<file path="src/rtl/cache_ctrl_pkg.sv">
// cache_ctrl_pkg: shared state encoding and parameter helpers for the cache controller.
package cache_ctrl_pkg;

   typedef enum logic [2:0] {
      ERR   = 3'd0,
      IDLE  = 3'd1,
      COMP  = 3'd2,
      WB    = 3'd3,
      FILL  = 3'd4,
      DRAIN = 3'd5,
      RETRY = 3'd6
   } state_e;

   localparam int DEF_WORDS = 4;
   localparam int DEF_OFF_W = $clog2(DEF_WORDS);

   function automatic int off_w(input int words);
      return $clog2(words);
   endfunction

   function automatic bit ways_legal(input int ways);
      return ways == 1 || ways == 2;
   endfunction

endpackage

</file>
<file path="src/rtl/cache_fill_tracker.sv">
// cache_fill_tracker: MEM_LAT-deep shift register of {valid, offset} for outstanding line-fill reads.
module cache_fill_tracker
   import cache_ctrl_pkg::*;
#(
   parameter int OFF_W   = DEF_OFF_W,
   parameter int MEM_LAT = 2
)(
   input  logic             clk,
   input  logic             rst_n,
   input  logic             push,
   input  logic [OFF_W-1:0] push_offset,
   output logic             emerge,
   output logic [OFF_W-1:0] emerge_offset,
   output logic             empty
);

   localparam int SR_W = MEM_LAT * OFF_W;
   // every stage but the last; empty means nothing is left once this cycle's entry emerges
   localparam logic [MEM_LAT-1:0] PEND = {MEM_LAT{1'b1}} >> 1;

   logic [MEM_LAT-1:0]            v_q, v_d;
   logic [MEM_LAT-1:0][OFF_W-1:0] off_q, off_d;

   always_comb begin
      v_d   = MEM_LAT'({v_q, push});
      off_d = SR_W'({off_q, push_offset});
   end

   always_ff @(posedge clk or negedge rst_n) begin
      if (!rst_n) begin
         v_q   <= '0;
         off_q <= '0;
      end else begin
         v_q   <= v_d;
         off_q <= off_d;
      end
   end

   assign emerge        = v_q[MEM_LAT-1];
   assign emerge_offset = off_q[MEM_LAT-1];
   assign empty         = ~|(v_q & PEND);

endmodule

</file>
<file path="src/rtl/cache_ctrl_fsm.sv">
// cache_ctrl_fsm: 1/2-way cache controller FSM (compare, victim, write-back, fill, retry).
// Optional hit/miss counters are built when CACHE_CTRL_PERF_CNT_EN is defined.
module cache_ctrl_fsm
   import cache_ctrl_pkg::*;
#(
   parameter  int ADDR_W  = 16,
   parameter  int WORDS   = 4,
   parameter  int MEM_LAT = 2,
   parameter  int WAYS    = 2,
   parameter  int IDX_W   = 4,
   localparam int OFF_W   = $clog2(WORDS),
   localparam int TAG_W   = ADDR_W - OFF_W - 1 - IDX_W
)(
   input  logic              clk,
   input  logic              rst_n,
   input  logic              rd,
   input  logic              wr,
   input  logic [ADDR_W-1:0] addr,
   input  logic [WAYS-1:0]   c_hit,
   input  logic [WAYS-1:0]   c_valid,
   input  logic [WAYS-1:0]   c_dirty,
   input  logic [TAG_W-1:0]  c_tag,
   output logic [WAYS-1:0]   c_en,
   output logic              c_comp,
   output logic              c_write,
   output logic              c_valid_in,
   output logic [OFF_W-1:0]  c_offset,
   output logic              c_src_mem,
   output logic              mem_rd,
   output logic              mem_wr,
   output logic [ADDR_W-1:0] mem_addr,
   input  logic              mem_stall,
   output logic              done,
   output logic              stall,
   output logic              cache_hit,
   output logic              err,
   output logic [15:0]       hit_cnt,
   output logic [15:0]       miss_cnt
);

   if (!ways_legal(WAYS)) begin : g_bad_ways
      $error("cache_ctrl_fsm: WAYS must be 1 or 2");
   end

   state_e              state_q, state_d;
   logic [ADDR_W-1:1]   addr_q, addr_d;
   logic                op_wr_q, op_wr_d;
   logic [OFF_W-1:0]    cnt_q, cnt_d;
   logic                vic_q, vic_d, vptr_q, vptr_d, sel, hit, push, emerge, empty;
   logic [OFF_W-1:0]    emerge_off;
   logic [WAYS-1:0]     vic_oh;
   logic                unused_addr0;

   assign unused_addr0 = addr[0];
   assign hit    = |(c_hit & c_valid);
   // lowest invalid way first, otherwise round-robin pointer
   assign sel    = !c_valid[0] ? 1'b0 : (WAYS == 2 && !c_valid[WAYS-1]) ? 1'b1 : vptr_q;
   assign vic_oh = WAYS'(1) << vic_q;

   cache_fill_tracker #(.OFF_W(OFF_W), .MEM_LAT(MEM_LAT)) u_trk (
      .clk(clk), .rst_n(rst_n), .push(push), .push_offset(cnt_q),
      .emerge(emerge), .emerge_offset(emerge_off), .empty(empty)
   );

   always_comb begin
      state_d    = state_q;
      addr_d     = addr_q;
      op_wr_d    = op_wr_q;
      cnt_d      = cnt_q;
      vic_d      = vic_q;
      vptr_d     = vptr_q;
      c_en       = '0;
      c_comp     = 1'b0;
      c_write    = 1'b0;
      c_valid_in = 1'b0;
      c_offset   = addr_q[OFF_W:1];
      c_src_mem  = 1'b0;
      mem_rd     = 1'b0;
      mem_wr     = 1'b0;
      mem_addr   = '0;
      done       = 1'b0;
      stall      = 1'b1;
      cache_hit  = 1'b0;
      err        = 1'b0;
      push       = 1'b0;
      case (state_q)
         IDLE: begin
            stall = 1'b0;
            if (rd && wr) state_d = ERR;
            else if (rd || wr) begin
               addr_d  = addr[ADDR_W-1:1];
               op_wr_d = wr;
               state_d = COMP;
            end
         end
         COMP: begin
            c_comp  = 1'b1;
            c_write = op_wr_q;
            c_en    = '1;
            if (hit) begin
               done      = 1'b1;
               cache_hit = 1'b1;
               stall     = 1'b0;
               state_d   = IDLE;
            end else begin
               vic_d   = sel;
               cnt_d   = '0;
               state_d = (c_dirty[sel] && c_valid[sel]) ? WB : FILL;
            end
         end
         WB: begin
            c_en     = vic_oh;
            c_offset = cnt_q;
            mem_wr   = 1'b1;
            mem_addr = {c_tag, addr_q[OFF_W+IDX_W:OFF_W+1], cnt_q, 1'b0};
            if (!mem_stall) begin
               cnt_d   = cnt_q + 1'b1;
               state_d = (cnt_q == OFF_W'(WORDS-1)) ? FILL : WB;
            end
         end
         FILL: begin
            mem_rd   = 1'b1;
            mem_addr = {addr_q[ADDR_W-1:OFF_W+1], cnt_q, 1'b0};
            push     = !mem_stall;
            if (!mem_stall) begin
               cnt_d   = cnt_q + 1'b1;
               state_d = (cnt_q == OFF_W'(WORDS-1)) ? DRAIN : FILL;
            end
         end
         DRAIN: state_d = empty ? RETRY : DRAIN;
         RETRY: begin
            c_comp  = 1'b1;
            c_write = op_wr_q;
            c_en    = '1;
            done    = 1'b1;
            stall   = 1'b0;
            vptr_d  = (WAYS == 2) ? !vptr_q : 1'b0;
            state_d = IDLE;
         end
         ERR: err = 1'b1;
         default: state_d = ERR;
      endcase
      if (emerge) begin
         c_en       = vic_oh;
         c_write    = 1'b1;
         c_src_mem  = 1'b1;
         c_offset   = emerge_off;
         c_valid_in = 1'b1;
      end
   end

   always_ff @(posedge clk or negedge rst_n) begin
      if (!rst_n) begin
         state_q <= IDLE;
         addr_q  <= '0;
         op_wr_q <= 1'b0;
         cnt_q   <= '0;
         vic_q   <= 1'b0;
         vptr_q  <= 1'b0;
      end else begin
         state_q <= state_d;
         addr_q  <= addr_d;
         op_wr_q <= op_wr_d;
         cnt_q   <= cnt_d;
         vic_q   <= vic_d;
         vptr_q  <= vptr_d;
      end
   end

`ifdef CACHE_CTRL_PERF_CNT_EN
   logic [15:0] hit_cnt_q, hit_cnt_d, miss_cnt_q, miss_cnt_d;

   always_comb begin
      hit_cnt_d  = (state_q == COMP && hit && !(&hit_cnt_q)) ? hit_cnt_q + 1'b1 : hit_cnt_q;
      miss_cnt_d = (state_q == COMP && !hit && !(&miss_cnt_q)) ? miss_cnt_q + 1'b1 : miss_cnt_q;
   end

   always_ff @(posedge clk or negedge rst_n) begin
      if (!rst_n) begin
         hit_cnt_q  <= '0;
         miss_cnt_q <= '0;
      end else begin
         hit_cnt_q  <= hit_cnt_d;
         miss_cnt_q <= miss_cnt_d;
      end
   end

   assign hit_cnt  = hit_cnt_q;
   assign miss_cnt = miss_cnt_q;
`else
   assign hit_cnt  = '0;
   assign miss_cnt = '0;
`endif

endmodule

</file>
<file path="config.mk">
export PLATFORM = sky130hd
export DESIGN_NAME = cache_ctrl_fsm
export DESIGN_NICKNAME = d
export VERILOG_FILES = /design/src/rtl/cache_ctrl_pkg.sv /design/src/rtl/cache_fill_tracker.sv /design/src/rtl/cache_ctrl_fsm.sv
export SDC_FILE = /design/constraint.sdc
export NUM_CORES = 1
export LEC_CHECK = 0
export ABC_AREA = 1
export CORE_MARGIN = 5
export CORE_UTILIZATION = 40
export CTS_CLUSTER_DIAMETER = 150
export CTS_CLUSTER_SIZE = 10
export DETAILED_ROUTE_END_ITERATION = 8
export PLACE_DENSITY = 0.81
export SYNTH_ARGS = -nofsm -noshare
export SYNTH_HDL_FRONTEND = slang
export SYNTH_HIERARCHICAL = 1
export SYNTH_SLANG_ARGS = --single-unit
</file>
<file path="constraint.sdc">
create_clock -name clk -period 1.8 [get_ports clk]
set_input_delay 0.18 -clock clk [delete_from_list [all_inputs] [get_ports clk]]
set_output_delay 0.18 -clock clk [all_outputs]
set_load 0.1 [all_outputs]
</file>
==> results by group <==
Run status
  • Status: finished with violations
  • Violated checks: setup timing

Placed design
  • PortBufs: 63
  • DP HPWL: 3970 um
  • Routability Congestion: 0.836

Clocking
  • CTS sink cnt: 29
  • Worst-Skew Late Latency: 0.29 ns
  • CTS Buf Count: 5
  • Hold_buf cts: 0
  • Clock Path Buffers: 2
  • CTS H-tree depth: 2
  • Clk root buf: clkbuf_8
  • CTS tree: built
  • CTS clk-pin slew, worst paths: 0.07 ns

Detailed routing
  • Via density: 4.68
  • Post-route ant nets: 0
  • Routed length per instance: 14.1 um
  • DRT Wirelength: 5380 um
  • Routed via count: 1,780
  • 1st-iter DRT viols: 66
  • TritonRoute pass-1 iters: 4
  • # DRC: 0

Synth
  • Synthesized cell area: 0.00187 sq mm
  • Sequential share of the synthesized area: 38.8%
  • Syn avg cell area: 7.73 sq um
  • Post-synth cell types: 28
  • Synth top area share: 37.4%
  • Largest cells by area after synthesis: dfrtp_1 (37%), buf_4 (14%), nand2_1 (13%)
  • Post-Syn Instances: 242
  • Area leader, netlist: dfrtp_1
  • Yosys reg bits: 29
  • Yosys warns: 6

Worst setup path
  • Crit Path Category: flop to output pin
  • Endpoint type of the worst setup path: output pin
  • CP Data Required Time: 1.62 ns
  • CP Launch Type: flop
  • CP Max Fanout: 11
  • CP arrival: 1.75 ns

Floorplanning
  • Initial core utilization: 42.1%
  • Num rows: 24
  • Die Span Y: 78.4 um
  • Die area: 0.00615 sq mm
  • Core area: 0.00444 sq mm
  • I/O pin cnt: 98
  • Die W: 78.4 um

Worst hold path
  • Min-Delay Path Class: input port to asynchronous set/reset pin

STA
  • Fin Setup TNS: -2.35 ns
  • Setup WS post-layout: -0.131 ns
  • Max Freq: 518 MHz
  • RSZ-0062 raised after global routing: yes
  • Min cycle time layout: 1.93 ns
  • Final Skew: 0.00854 ns
  • Final hold vios: 0
  • # setup viols final: 22
  • Period utilisation layout: 107%
  • Fin. max-slew vios: 0

GRT
  • Tot GR Track Use: 17.2%
  • Initial antenna violation count: 0
  • Vias in the first global route: 1,784
  • Global route overflow: 0
  • Largest net degree at the start of global routing: 30
  • First-pass GRT wire length: 8220 um

Pwr
  • Worst VDD drop: 699 uV
  • PD cells: 950 mW/mm^2
  • Leak Pwr: 0.00160 uW
  • Post-route total power: 3020 uW

Cells and area
  • Fin util: 71.4%
  • Nets: 366
  • Synth-to-layout area growth: 69.5%
  • Layout cell share with drive strength beyond 1: 32.3%
  • Ant diodes: 0

Flow run
  • Maxcap violations: 0
[layout by cell type (no fill, tap or decap), drive strengths merged]
| master | count |
|---|---|
| nand2 | 68 |
| buf | 54 |
| clkdlybuf4s50 | 34 |
| conb | 33 |
| dfrtp | 28 |
| nor2 | 27 |
| inv | 26 |
| nand3 | 17 |
| a22o | 9 |
| o21ai | 8 |
| clkbuf | 7 |
| a21oi | 4 |
| ha | 3 |
| clkinvlp | 2 |
| o22ai | 2 |
| xor2 | 1 |
| nor3 | 1 |
| nand3b | 1 |
| nand4 | 1 |
| clkinv | 1 |
| dfstp | 1 |
[layer usage]
layer | global-route usage [%] | vias up | wire length, um
met3 | 6.18 | 13 | 461
met4 | 8.22 | 0 | 126
met1 | 17.5 | 835 | 1900
li1 | - | 861 | -
met2 | 31.2 | 71 | 2880
met5 | 0 | - | 0
[worst max-delay path, stage by stage (launching register included)]
cell and delay, ns:
dfstp_2 0.59, nor2_2 0.06, nand2_2 0.12, clkinvlp_4 0.13, buf_12 0.16, a22o_2 0.23, buf_12 0.17
[logic make-up (layout without fill, tap and decap cells)]
kind of cell | after synthesis | after routing | share of synthesized area (%)
compound gates | 23 | 23 | 8.29
xor+xnor | 1 | 1 | 0.468
fa+ha+maj | 3 | 3 | 2.01
buf+inv | 70 | 124 | 22.5
flops | 29 | 29 | 38.8
other cells | 1 | 33 | 0.200
simple gates | 115 | 115 | 27.7
[power by group]
group          switching (uW)  total (uW)  internal [uW]
logic                     935        1380            449
clock network             250         594            345
registers                 148        1040            889
total                    1330        3020           1680
[synth_stat cells (all sizes together)]
cell type,number
o21ai,8
a22o,9
nand4,1
conb,1
dfrtp,28
ha,3
a21oi,4
nand2,68
dfstp,1
xor2,1
nand3,17
nand3b,1
o22ai,2
nor2,27
nor3,1
inv,28
buf,41
clkbuf,1
[per-stage QoR]
stage	area, sq um	hold WS [ns]	worst slack [ns]	cells
after floorplan	2150	-0.116	-0.187	274
after global placement	2900	0.332	0.171	359
after detailed placement	2900	0.336	0.125	359
after CTS	3070	0.309	-0.0781	371
after global routing	3170	0.326	-0.181	380
final	3170	0.305	-0.131	380
[worst paths after layout]
kind                           startpoint                endpoint  slack (ns)  depth (start not counted)
max                            state_q[0]             mem_addr[9]       -0.13                          6
min                                 rst_n                cnt_q[0]        0.31                          2
max reg2reg                    state_q[0]                 op_wr_q        0.07                          8
min reg2reg                u_trk/off_d[3]  u_trk/emerge_offset[1]        0.35                          0
max in group asynchronous           rst_n              state_q[0]        1.18                          2
min in group clk           u_trk/off_d[3]  u_trk/emerge_offset[1]        0.35                          0
[flip-flops by register name, indices dropped and copies added (netlist names)]
signal and count:
vptr_q 1, op_wr_q 1, addr_q 15, u_trk/emerge_offset 2, state_q 3, cnt_q 2, u_trk/v_q 2, u_trk/off_d 2
vic_q 1
[area by class of cell]
type                       count  area (sq um)
fill                         314          1270
timing repair buffer          88          1140
multi-input combinational    175          1030
sequential                    29           728
inverter                      28           113
clock buffer                   7          96.3
tap                           52          65.1
clock inverter                 1          5.00
[timing repair]
item / 4_1_cts / 5_1_grt
setup endpoints to repair: 20 / 25
endpoints found under the hold margin: 0 / 0
setup buffers: 4 / 9
gates resized for setup: 7 / 7
pin swaps: 2 / 5
(Power assumes the default switching activity.)
